===== config.mk =====
export PLATFORM = sky130hd
export DESIGN_NAME = int8_conv_pe
export DESIGN_NICKNAME = d
export VERILOG_FILES = /design/src/rtl/int8_pe_pkg.sv /design/src/rtl/int8_requant_stage.sv /design/src/rtl/int8_conv_pe.sv
export SDC_FILE = /design/constraint.sdc
export NUM_CORES = 2
export LEC_CHECK = 0
export CAP_MARGIN = 20
export CORE_MARGIN = 2
export CORE_UTILIZATION = 40
export CTS_BUF_LIST = sky130_fd_sc_hd__clkbuf_8
export CTS_CLUSTER_DIAMETER = 150
export DETAILED_ROUTE_END_ITERATION = 7
export SLEW_MARGIN = 15
export SYNTH_ARGS = -nofsm -noshare
export SYNTH_HDL_FRONTEND = slang
export SYNTH_HIERARCHICAL = 1
export SYNTH_SLANG_ARGS = --single-unit
export TNS_END_PERCENT = 50

===== constraint.sdc =====
create_clock -name clk -period 7.9 [get_ports clk]
set_input_delay 1.58 -clock clk [delete_from_list [all_inputs] [get_ports clk]]
set_output_delay 1.58 -clock clk [all_outputs]
set_load 0.01 [all_outputs]

===== src/rtl/int8_pe_pkg.sv =====
// int8_pe_pkg: shared widths, INT8 limits, default requantize/leaky constants,
// data typedefs and the wrap-or-saturate 32-bit adder used by the PE.
package int8_pe_pkg;

  localparam int ACC_W   = 32;
  localparam int DATA_W  = 8;
  localparam int SCALE_W = 16;
  localparam int PROD_W  = 2 * DATA_W;
  localparam int LK_W    = 36;
  localparam int P_W     = ACC_W + SCALE_W + 1;

  localparam int SCALE_Q_DEF     = 16;
  localparam int LEAKY_MUL_DEF   = 13;
  localparam int LEAKY_SHIFT_DEF = 7;

  typedef logic signed [DATA_W-1:0] int8_t;
  typedef logic signed [ACC_W-1:0]  acc_t;

  localparam int8_t INT8_MIN = 8'sh80;
  localparam int8_t INT8_MAX = 8'sh7F;
  localparam acc_t  ACC_MIN  = 32'sh8000_0000;
  localparam acc_t  ACC_MAX  = 32'sh7FFF_FFFF;

  // 32-bit signed add; with sat_en the result clamps to the acc_t range,
  // otherwise it wraps modulo 2^32.
  function automatic acc_t acc_add(input acc_t a, input acc_t b, input logic sat_en);
    logic [ACC_W:0] sum;
    sum = {a[ACC_W-1], a} + {b[ACC_W-1], b};
    if (sat_en && (sum[ACC_W] != sum[ACC_W-1])) begin
      if (sum[ACC_W]) begin
        acc_add = ACC_MIN;
      end else begin
        acc_add = ACC_MAX;
      end
    end else begin
      acc_add = sum[ACC_W-1:0];
    end
  endfunction

endpackage


===== src/rtl/int8_requant_stage.sv =====
// int8_requant_stage: registered requantize of a 32-bit leaky result.
// out = clamp(round(y * scale / 2^SCALE_Q), INT8_MIN, INT8_MAX), with
// round-half-up followed by an arithmetic (floor) shift. SCALE_Q must be >= 1.
module int8_requant_stage
  import int8_pe_pkg::*;
#(
  parameter int SCALE_Q = SCALE_Q_DEF
) (
  input  logic               clk,
  input  logic               rst,
  input  logic               in_valid,
  input  logic [ACC_W-1:0]   in_y,
  input  logic [SCALE_W-1:0] in_scale,
  output logic [DATA_W-1:0]  out_int8,
  output logic               out_valid
);

  localparam logic signed [P_W-1:0] RND = 49'sd1 <<< (SCALE_Q - 1);

  logic signed [P_W-1:0] p_s;
  logic signed [P_W-1:0] r_s;
  int8_t                 clamp_s;
  int8_t                 out_d, out_q;
  logic                  valid_d, valid_q;

  // Product with zero-extended scale, then round and floor-shift.
  always_comb begin
    p_s = $signed({{(P_W-ACC_W){in_y[ACC_W-1]}}, in_y}) *
          $signed({{(P_W-SCALE_W){1'b0}}, in_scale});
    r_s = (p_s + RND) >>> SCALE_Q;
  end

  // Clamp the rounded value into the INT8 range.
  always_comb begin
    clamp_s = INT8_MIN;
    if (r_s > 49'sd127) begin
      clamp_s = INT8_MAX;
    end else if (r_s < -49'sd128) begin
      clamp_s = INT8_MIN;
    end else begin
      clamp_s = int8_t'(r_s);
    end
  end

  // Output holds its last value until a new result arrives.
  always_comb begin
    valid_d = in_valid;
    out_d   = out_q;
    if (in_valid) begin
      out_d = clamp_s;
    end else begin
      out_d = out_q;
    end
  end

  // Output register with synchronous reset.
  always_ff @(posedge clk) begin
    if (rst) begin
      out_q   <= 8'sh00;
      valid_q <= 1'b0;
    end else begin
      out_q   <= out_d;
      valid_q <= valid_d;
    end
  end

  assign out_int8  = out_q;
  assign out_valid = valid_q;

endmodule


===== src/rtl/int8_conv_pe.sv =====
// int8_conv_pe: INT8 MAC into a 32-bit accumulator, then bias add, LeakyReLU
// (x*LEAKY_MUL >>> LEAKY_SHIFT for negatives) and requantize to INT8.
// Latency from finish to out_valid is two cycles, fully pipelined.
// Build option: define INT8_PE_ACC_SAT_EN to make the accumulator and the
// bias add saturate to the signed 32-bit range instead of wrapping.
module int8_conv_pe
  import int8_pe_pkg::*;
#(
  parameter int SCALE_Q     = SCALE_Q_DEF,
  parameter int LEAKY_MUL   = LEAKY_MUL_DEF,
  parameter int LEAKY_SHIFT = LEAKY_SHIFT_DEF
) (
  input  logic               clk,
  input  logic               rst,
  input  logic               acc_clr,
  input  logic               mac_valid,
  input  logic [DATA_W-1:0]  weight,
  input  logic [DATA_W-1:0]  activation,
  input  logic [ACC_W-1:0]   bias,
  input  logic [SCALE_W-1:0] scale,
  input  logic               finish,
  output logic [ACC_W-1:0]   acc,
  output logic [DATA_W-1:0]  out_int8,
  output logic               out_valid
);

`ifdef INT8_PE_ACC_SAT_EN
  localparam logic SAT_EN = 1'b1;
`else
  localparam logic SAT_EN = 1'b0;
`endif

  localparam logic signed [LK_W-1:0] LEAKY_MUL_W = LK_W'(LEAKY_MUL);

  logic signed [PROD_W-1:0] prod_s;
  acc_t                     acc_base_s;
  acc_t                     acc_d, acc_q;

  acc_t                     x_s;
  logic signed [LK_W-1:0]   lk_prod_s;
  logic signed [LK_W-1:0]   lk_shift_s;
  acc_t                     y_s;

  acc_t                     s1_y_d, s1_y_q;
  logic [SCALE_W-1:0]       s1_scale_d, s1_scale_q;
  logic                     s1_valid_d, s1_valid_q;

  // Full 16-bit signed product of the two INT8 operands.
  always_comb begin
    prod_s = $signed({{DATA_W{weight[DATA_W-1]}}, weight}) *
             $signed({{DATA_W{activation[DATA_W-1]}}, activation});
  end

  // Accumulator next state: clear first, then accumulate if mac_valid.
  always_comb begin
    acc_base_s = acc_q;
    acc_d      = acc_q;
    if (acc_clr) begin
      acc_base_s = {ACC_W{1'b0}};
    end else begin
      acc_base_s = acc_q;
    end
    if (mac_valid) begin
      acc_d = acc_add(acc_base_s, {{(ACC_W-PROD_W){prod_s[PROD_W-1]}}, prod_s}, SAT_EN);
    end else begin
      acc_d = acc_base_s;
    end
  end

  // Accumulator register.
  always_ff @(posedge clk) begin
    if (rst) begin
      acc_q <= {ACC_W{1'b0}};
    end else begin
      acc_q <= acc_d;
    end
  end

  // Bias add on the pre-update accumulator, then LeakyReLU.
  always_comb begin
    x_s        = acc_add(acc_q, bias, SAT_EN);
    lk_prod_s  = $signed({{(LK_W-ACC_W){x_s[ACC_W-1]}}, x_s}) * LEAKY_MUL_W;
    lk_shift_s = lk_prod_s >>> LEAKY_SHIFT;
    y_s        = x_s;
    if (x_s[ACC_W-1]) begin
      y_s = acc_t'(lk_shift_s);
    end else begin
      y_s = x_s;
    end
  end

  // Stage-1 capture: each finish carries its own leaky value and scale.
  always_comb begin
    s1_valid_d = finish;
    s1_y_d     = s1_y_q;
    s1_scale_d = s1_scale_q;
    if (finish) begin
      s1_y_d     = y_s;
      s1_scale_d = scale;
    end else begin
      s1_y_d     = s1_y_q;
      s1_scale_d = s1_scale_q;
    end
  end

  // Stage-1 registers; reset drops any in-flight result.
  always_ff @(posedge clk) begin
    if (rst) begin
      s1_y_q     <= {ACC_W{1'b0}};
      s1_scale_q <= {SCALE_W{1'b0}};
      s1_valid_q <= 1'b0;
    end else begin
      s1_y_q     <= s1_y_d;
      s1_scale_q <= s1_scale_d;
      s1_valid_q <= s1_valid_d;
    end
  end

  int8_requant_stage #(
    .SCALE_Q (SCALE_Q)
  ) u_requant (
    .clk       (clk),
    .rst       (rst),
    .in_valid  (s1_valid_q),
    .in_y      (s1_y_q),
    .in_scale  (s1_scale_q),
    .out_int8  (out_int8),
    .out_valid (out_valid)
  );

  assign acc = acc_q;

endmodule


==> results.md <==
- Max Clock Freq: 130 MHz
- Initial Util: 0.402
- Mapped Cells: around 3700
- Post-Syn Area: 32800 sq um
- Placed Area: approximately 36000 sq um
- Final non-filler cell total: slightly below 5000
- # placed instances: around 4900
- CP max stage delay: ~600 ps
- Count of final hold-check violations: 0
- Outcome: complete, no violations
- CTS Buf Count: 9
- WL final: between 80000 and 90000 um
- Hold slack: 475 ps
- Post-synth top area share: 0.399
- Final Setup Violations: 0
- H-Tree Depth: 3
- Routability-driven placement congestion ratio: 0.895
- Die width: between 200 and 300 um
- Net load switching power: between 8 and 9 mW
- Crit path max-delay family: adder cells
- Slew @ Worst Pin: around 750 ps
- Seq pwr share: 0.055
- Vias: between 20000 and 25000
- Final core utilization: 0.448
- Netlist cell types: 96
- Hold-fix buffers at CTS: 0
- Average cell area after synthesis: between 8 and 9 sq um
- Crit. End Element: register
- Critical-path maximum fanout: 17
- Rel. slew slack: 0.499
- CP Buf/Inv Count: 8
- FP Rows: approximately 110
- Design Area, Final: ~37000 sq um
- Pin count of the biggest net entering global routing: 62
- Initial DRC count: approximately 1200
- Kind of critical path: register to register
- Area contributors post-synth: fa_1 (40%), ha_1 (13%), inv_1 (10%)
- Slew Viols, Final: 0
- CTS tree: done
- Yosys reg bits: 90
- Core box area: around 80000 sq um
- Max Root-Sink Buffers: 2
- Required @ worst endpoint: a little over 8000 ps
- Vias per cell: 4.91
- Total grt overflow: 0
- Min-Delay Path Class: register to register
- Root Buffer: clkbuf_8
- Comb power frac: 0.920
- Async S/R FF share, synth: 0
- Total GRT Usage: 0.201
- VDD IR max: about 0.32 mV
- Worst-Skew Late Latency: roughly 500 ps
- Tmin final: roughly 7700 ps
- Internal Power: 7.26 mW
- Fin nets: slightly below 5000
- DRC Markers: 0
- Number of synthesized flops with an enable pin: 0
- Number of global-route vias before repair: ~26000
- Clock Power Share: 0.025
- Critical Path AT: about 8000 ps
- Ys flop type: dfxtp_1
- WL per Instance: ~17 um
- Fin crit share: 0.973
- Post-route ant nets: 0
- Most frequent CP cell: fa_1
- Sw Ratio: 0.549
- Number of max-cap violations: 0
- Die H: approximately 290 um
- Share of cells above drive strength 1: 0.0754
- Final HPWL DP: just over 70000 um
- Die area: 84400 sq um
- Synthesis Warnings: 6
- TritonCTS Sinks: 90
- Critical path's slowest cell: or4_4
- Port-buffer cells: ~110
- Unrepaired setup endpoints after global routing: false
- Pleak: 19.0 nW
- Pre-antenna DRT Iters: 5
- Power density over cell area: approximately 440 nW/um^2
- I/O pin cnt: 110
- First-pass GRT wire length: between 100000 and 150000 um
- Syn_nets: between 4000 and 5000
- Syn-to-layout area delta: 11.5%
- Clk pin slew, worst setup/hold paths: 100 ps
- Sequential area share after synthesis: 0.0548
- Overall Power: about 16 mW
- Startpoint types: register
- Initial antenna violation count: 1
- FILL cells: around 8100
- Skew final: roughly 73 ps
- Cell taking the most area after synthesis: fa_1
## Yosys cell counts, drive strengths merged (28+ instances only)
master  count
a21o       54
a21oi     116
and2      369
clkbuf    119
dfxtp      90
fa        655
ha        336
inv       914
mux2i      35
nand2     298
nor2      145
nor2b      40
nor3       28
o21a       32
o21ai      68
xnor2      73
xor2       44
## layout make-up
class,instances,area (sq um),area share
antenna,2,5.00,0.000137
clock buffer,9,124,0.00338
clock inverter,7,82.6,0.00225
inverter,916,3440,0.0940
multi-input combinational,2581,27200,0.744
sequential,90,1840,0.0502
tap,1070,1340,0.0365
timing repair buffer,271,2560,0.0698
## per-layer routing
metal  track usage  share of wire
met1         0.270           0.46
met2         0.336           0.47
met3        0.0332          0.046
met4        0.0576          0.027
met5             0              0
## cells by family after synthesis
family	count (synthesis)	share of synthesized area
DFF	90	0.0548
AOI/OAI and AO/OA	425	0.0952
and+or+nand+nor	1011	0.158
adders and majority gates	991	0.527
buffers and inverters	1054	0.122
xor gates and xnor gates	117	0.0312
muxes	37	0.0115
## worst min-delay path, cell delays in order, from the launching register on
cell      delay, ps
dfxtp_1         320
nand2b_1         60
a21oi_1          60
## through the flow
stage | worst slack [ps] | setup TNS (ps)
after global routing | 2.43 | 0
after detailed placement | -130 | -790
after floorplan | 258 | 0
final | 210 | 0
after CTS | 0.766 | 0
after global placement | -0.463 | -0.463
## sequential cells by signal, summed over array words and instances, names as in the netlist
register             flops
s1_scale_q              16
s1_y_q                  32
s1_valid_q               1
acc                     32
u_requant/out_valid      1
u_requant/out_int8       8
## final timing paths
kind	slack, ps	cells after the start	endpoint	from
worst max-delay path	210	28	u_requant/out_int8[0]$_SDFFE_PP0P_	s1_scale_q[5]$_SDFFE_PP0P_
worst min-delay path	470	2	u_requant/out_int8[7]$_SDFFE_PP0P_	u_requant/out_int8[7]$_SDFFE_PP0P_
worst min register to register	470	2	u_requant/out_int8[7]$_SDFFE_PP0P_	u_requant/out_int8[7]$_SDFFE_PP0P_
worst max register to register	210	28	u_requant/out_int8[0]$_SDFFE_PP0P_	s1_scale_q[5]$_SDFFE_PP0P_
## cell usage in the layout (no fill, tap or decap), types with 27 or more instances in the layout
master / count
xor2_1: 44
inv_1: 913
nor3_1: 27
nand2_1: 295
mux2i_1: 34
a21oi_1: 108
fa_1: 652
a21o_1: 54
dfxtp_1: 66
ha_1: 329
and2_1: 365
o21a_1: 32
buf_4: 143
nor2b_1: 40
o21ai_0: 54
nor2_1: 143
xnor2_1: 73
clkdlybuf4s50_1: 107
## power by group through the flow
| stage | Sequential (mW) | Clock [mW] | Combinational, mW |
|---|---|---|---|
| 2_1_floorplan | 0.739 | 0 | 11.1 |
| 3_3_place_gp | 0.890 | 0 | 14.4 |
| 3_5_place_dp | 0.893 | 0 | 14.6 |
| 4_1_cts | 0.883 | 0.418 | 14.7 |
| 5_1_grt | 0.911 | 0.426 | 16.9 |
| 6_report | 0.890 | 0.400 | 14.8 |
## repair_timing
item,4_1_cts,5_1_grt
gates resized for setup,4,71
gates cloned,0,2
buffers inserted,0,10
setup endpoints to repair,7,7
pin swaps,0,25
endpoints found under the hold margin,0,0
No activity file was read; power rests on OpenSTA's default activity.
==> variant, RTL diff (config.mk and constraints unchanged) <==
Make the reset (`rst`) asynchronous in 3 clocked blocks. Comments in the files are not updated.
--- a/src/rtl/int8_requant_stage.sv
+++ b/src/rtl/int8_requant_stage.sv
@@ -56,3 +56,3 @@
   // Output register with synchronous reset.
-  always_ff @(posedge clk) begin
+  always_ff @(posedge clk or posedge rst) begin
     if (rst) begin
--- a/src/rtl/int8_conv_pe.sv
+++ b/src/rtl/int8_conv_pe.sv
@@ -70,3 +70,3 @@
   // Accumulator register.
-  always_ff @(posedge clk) begin
+  always_ff @(posedge clk or posedge rst) begin
     if (rst) begin
@@ -106,3 +106,3 @@
   // Stage-1 registers; reset drops any in-flight result.
-  always_ff @(posedge clk) begin
+  always_ff @(posedge clk or posedge rst) begin
     if (rst) begin
Behaviour: not the same (a bounded check fails within 4 cycles, from zero or initial values and one cycle with rst high; the reset may be asserted at any time).
==> variant against the unedited design <==
Routed wire length rose by 3.7%. Sequential cell count did not move. Global-route usage rose by 0.68 points. Maximum frequency rose by 3.6%. Synthesized area rose by 1.2%. Count of clock-buffer cells in the layout rose by 1. Critical path depth fell by 5. Design area fell by 0.79%. Worst setup slack improved by 270 ps.
Power is left out: the tool's default activity adds up to more than one toggle a clock period on the data nets, which glitch-free logic cannot reach.
==> variant: results (changes against the unedited design) <==
- Run status: finished clean (unchanged)
* First-pass DRT Iterations: 6 (was 5)
- Adder-cell share of the synthesized area: 52.1% (was 52.7%)
- The first-pass GRT wire length was 141 mm (was 136 mm).
- Fraction of synthesis flops using an asynchronous set or reset pin: 100% (was 0%)
* Detailed-placement wirelength estimate: 72.7 mm (was 71.5 mm)
* Vias in the first global route: 26357 (was 25783)
- Leading cell types by count after synthesis: inv_1 (918), fa_1 (655), and2_1 (365) (was inv_1 (914), fa_1 (655), and2_1 (368))
- The met1 routing resource usage after global routing came to 27.4% (was 27.0%).
- Total routing resource utilization after global routing: 20.8% (was 20.1%)
- The type of the tightest min-delay check is reg -> reg (unchanged).
- Sequential area share after synthesis: 6.78% (was 5.48%)
* Setup skew after layout: 29.5 ps (was 72.7 ps)
- Cell chosen for the clock root: clkbuf_8 (unchanged)
- The cell type group with the largest total delay on the critical path is adder cells (unchanged).
* Multiplexer fraction of the synthesized cell area: 1.82% (was 1.15%)
- Post-placement setup slack: 75.6 ps (was -130 ps)
- Number of antenna violations at the first check in global routing: 3 (was 1)
- The cell with the biggest individual delay on the critical path was dfrtp_1 (was or4_4).
- Worst-Skew Late Latency: 470 ps (was 500 ps)
* Top fanout value on the critical path: 17 (unchanged)
* Depth of the CTS H-tree: 3 (unchanged)
- The number of fill cells is 8018 (was 8092).
- Global Route met2 Usage: 36.1% (was 33.6%)
- Net count after synthesis: 4781 (was 4785)
- Yosys warns: 6 (unchanged)
* Total number of nets in the final design: 4883 (was 4929)
- Fraction of final layout cells sized beyond drive strength 1: 5.83% (was 7.54%)
* Final WL: 86.1 mm (was 83.0 mm)
* Xor/xnor cell area share of the yosys netlist: 3.43% (was 3.12%)
* Hold depth: 2 (unchanged)
- Final weighted congestion in routability-driven placement: 0.900 (was 0.895)
* Distinct cell type count after synthesis: 97 (was 96)
- The relative max-transition margin came to 44.7% (was 49.9%).
- The number of instances resized during post-cts repair came to 0 (was 4).
* Pin count of the biggest net entering global routing: 71 (was 62)
- Met3 Usage GRT: 2.66% (was 3.32%)
- The vias after detailed routing was 24498 (was 24292).
* Depth of the worst register-to-register path: 23 (was 28)
- The critical path data arrival time is 7770 ps (was 8000 ps).
* Compound-gate portion of the synthesized area: 8.81% (was 9.52%)
- The dominant register cell in the synthesized netlist was dfrtp_1 (was dfxtp_1).
- Number of buffers inserted by port buffering: 109 (unchanged)
* Combinational family with the most area after synthesis: adder cells (unchanged)
- The post-CTS setup buffer count came to 0 (unchanged).
- Violation count after the first detailed-routing iteration: 1372 (was 1218)
- Clock transition at the registers of the reported paths: 140 ps (was 100 ps)
- Top cells by area in the synthesized netlist: fa_1 (39%), ha_1 (13%), inv_1 (10%), and2_1 (6.9%), dfrtp_1 (6.8%) (was fa_1 (40%), ha_1 (13%), inv_1 (10%), and2_1 (7.0%), dfxtp_1 (5.5%))
* Clock buffer count from CTS: 9 (unchanged)
- The maximum buffer depth of the clock tree came to 2 (unchanged).
* Slowest Stage Delay on Critical Path: 660 ps (was 590 ps)
## variant: cell count changes after synthesis, moves of 13 or more
cell / delta
dfrtp_1: +90
dfxtp_1: -90
nor2_1: -51
o21ai_0: +35
mux2_2: +34
a21oi_1: +32
o21a_1: -20
a311oi_2: -16
nand2_1: +15
mux2i_1: -14
xnor2_1: +13
## variant: kinds of logic after synthesis
| logic type | count (synthesis) |
|---|---|
| buffers and inverters | 1048 |
| adder cells (fa/ha/maj) | 991 |
| AND/OR/NAND/NOR | 957 |
| AO/OA/AOI/OAI | 451 |
| XOR/XNOR | 128 |
| flip-flops | 90 |
| multiplexers | 56 |
## variant: final timing paths
kind,from,end,slack (ps)
max in group asynchronous,rst,s1_scale_q[2],5200
min in group asynchronous,rst,u_requant/out_int8[3],1450
hold / removal,u_requant/out_int8[7],u_requant/out_int8[7],510
hold reg to reg,u_requant/out_int8[7],u_requant/out_int8[7],510
setup reg to reg,s1_y_q[17],u_requant/out_int8[0],480
setup / recovery,s1_y_q[17],u_requant/out_int8[0],480
## variant: per-stage QoR
stage	utilization, %	cells	area (µm²)
CTS	44.2	4898	36300
floorplan	-	3721	33200
global placement	44.0	4882	36100
detailed placement	44.0	4882	36100
finish	44.3	4899	36300
global route	44.3	4899	36300
## variant: area by class of cell
cell class | instances | area, µm² | share of cell area (%)
repair buffers | 219 | 2050 | 5.64
multi-input cells | 2583 | 27000 | 74.3
inverters | 920 | 3460 | 9.51
flip-flops and latches | 90 | 2270 | 6.25
diodes | 1 | 2.50 | 0.00688
clock inverters | 6 | 67.6 | 0.186
well taps | 1070 | 1340 | 3.68
clock buffers | 10 | 138 | 0.379
## variant: layer usage
metal	routed length [µm]	up-vias
li1	-	11564
met1	37500	12252
met2	42000	584
met3	4260	96
met4	2310	2
met5	12	-
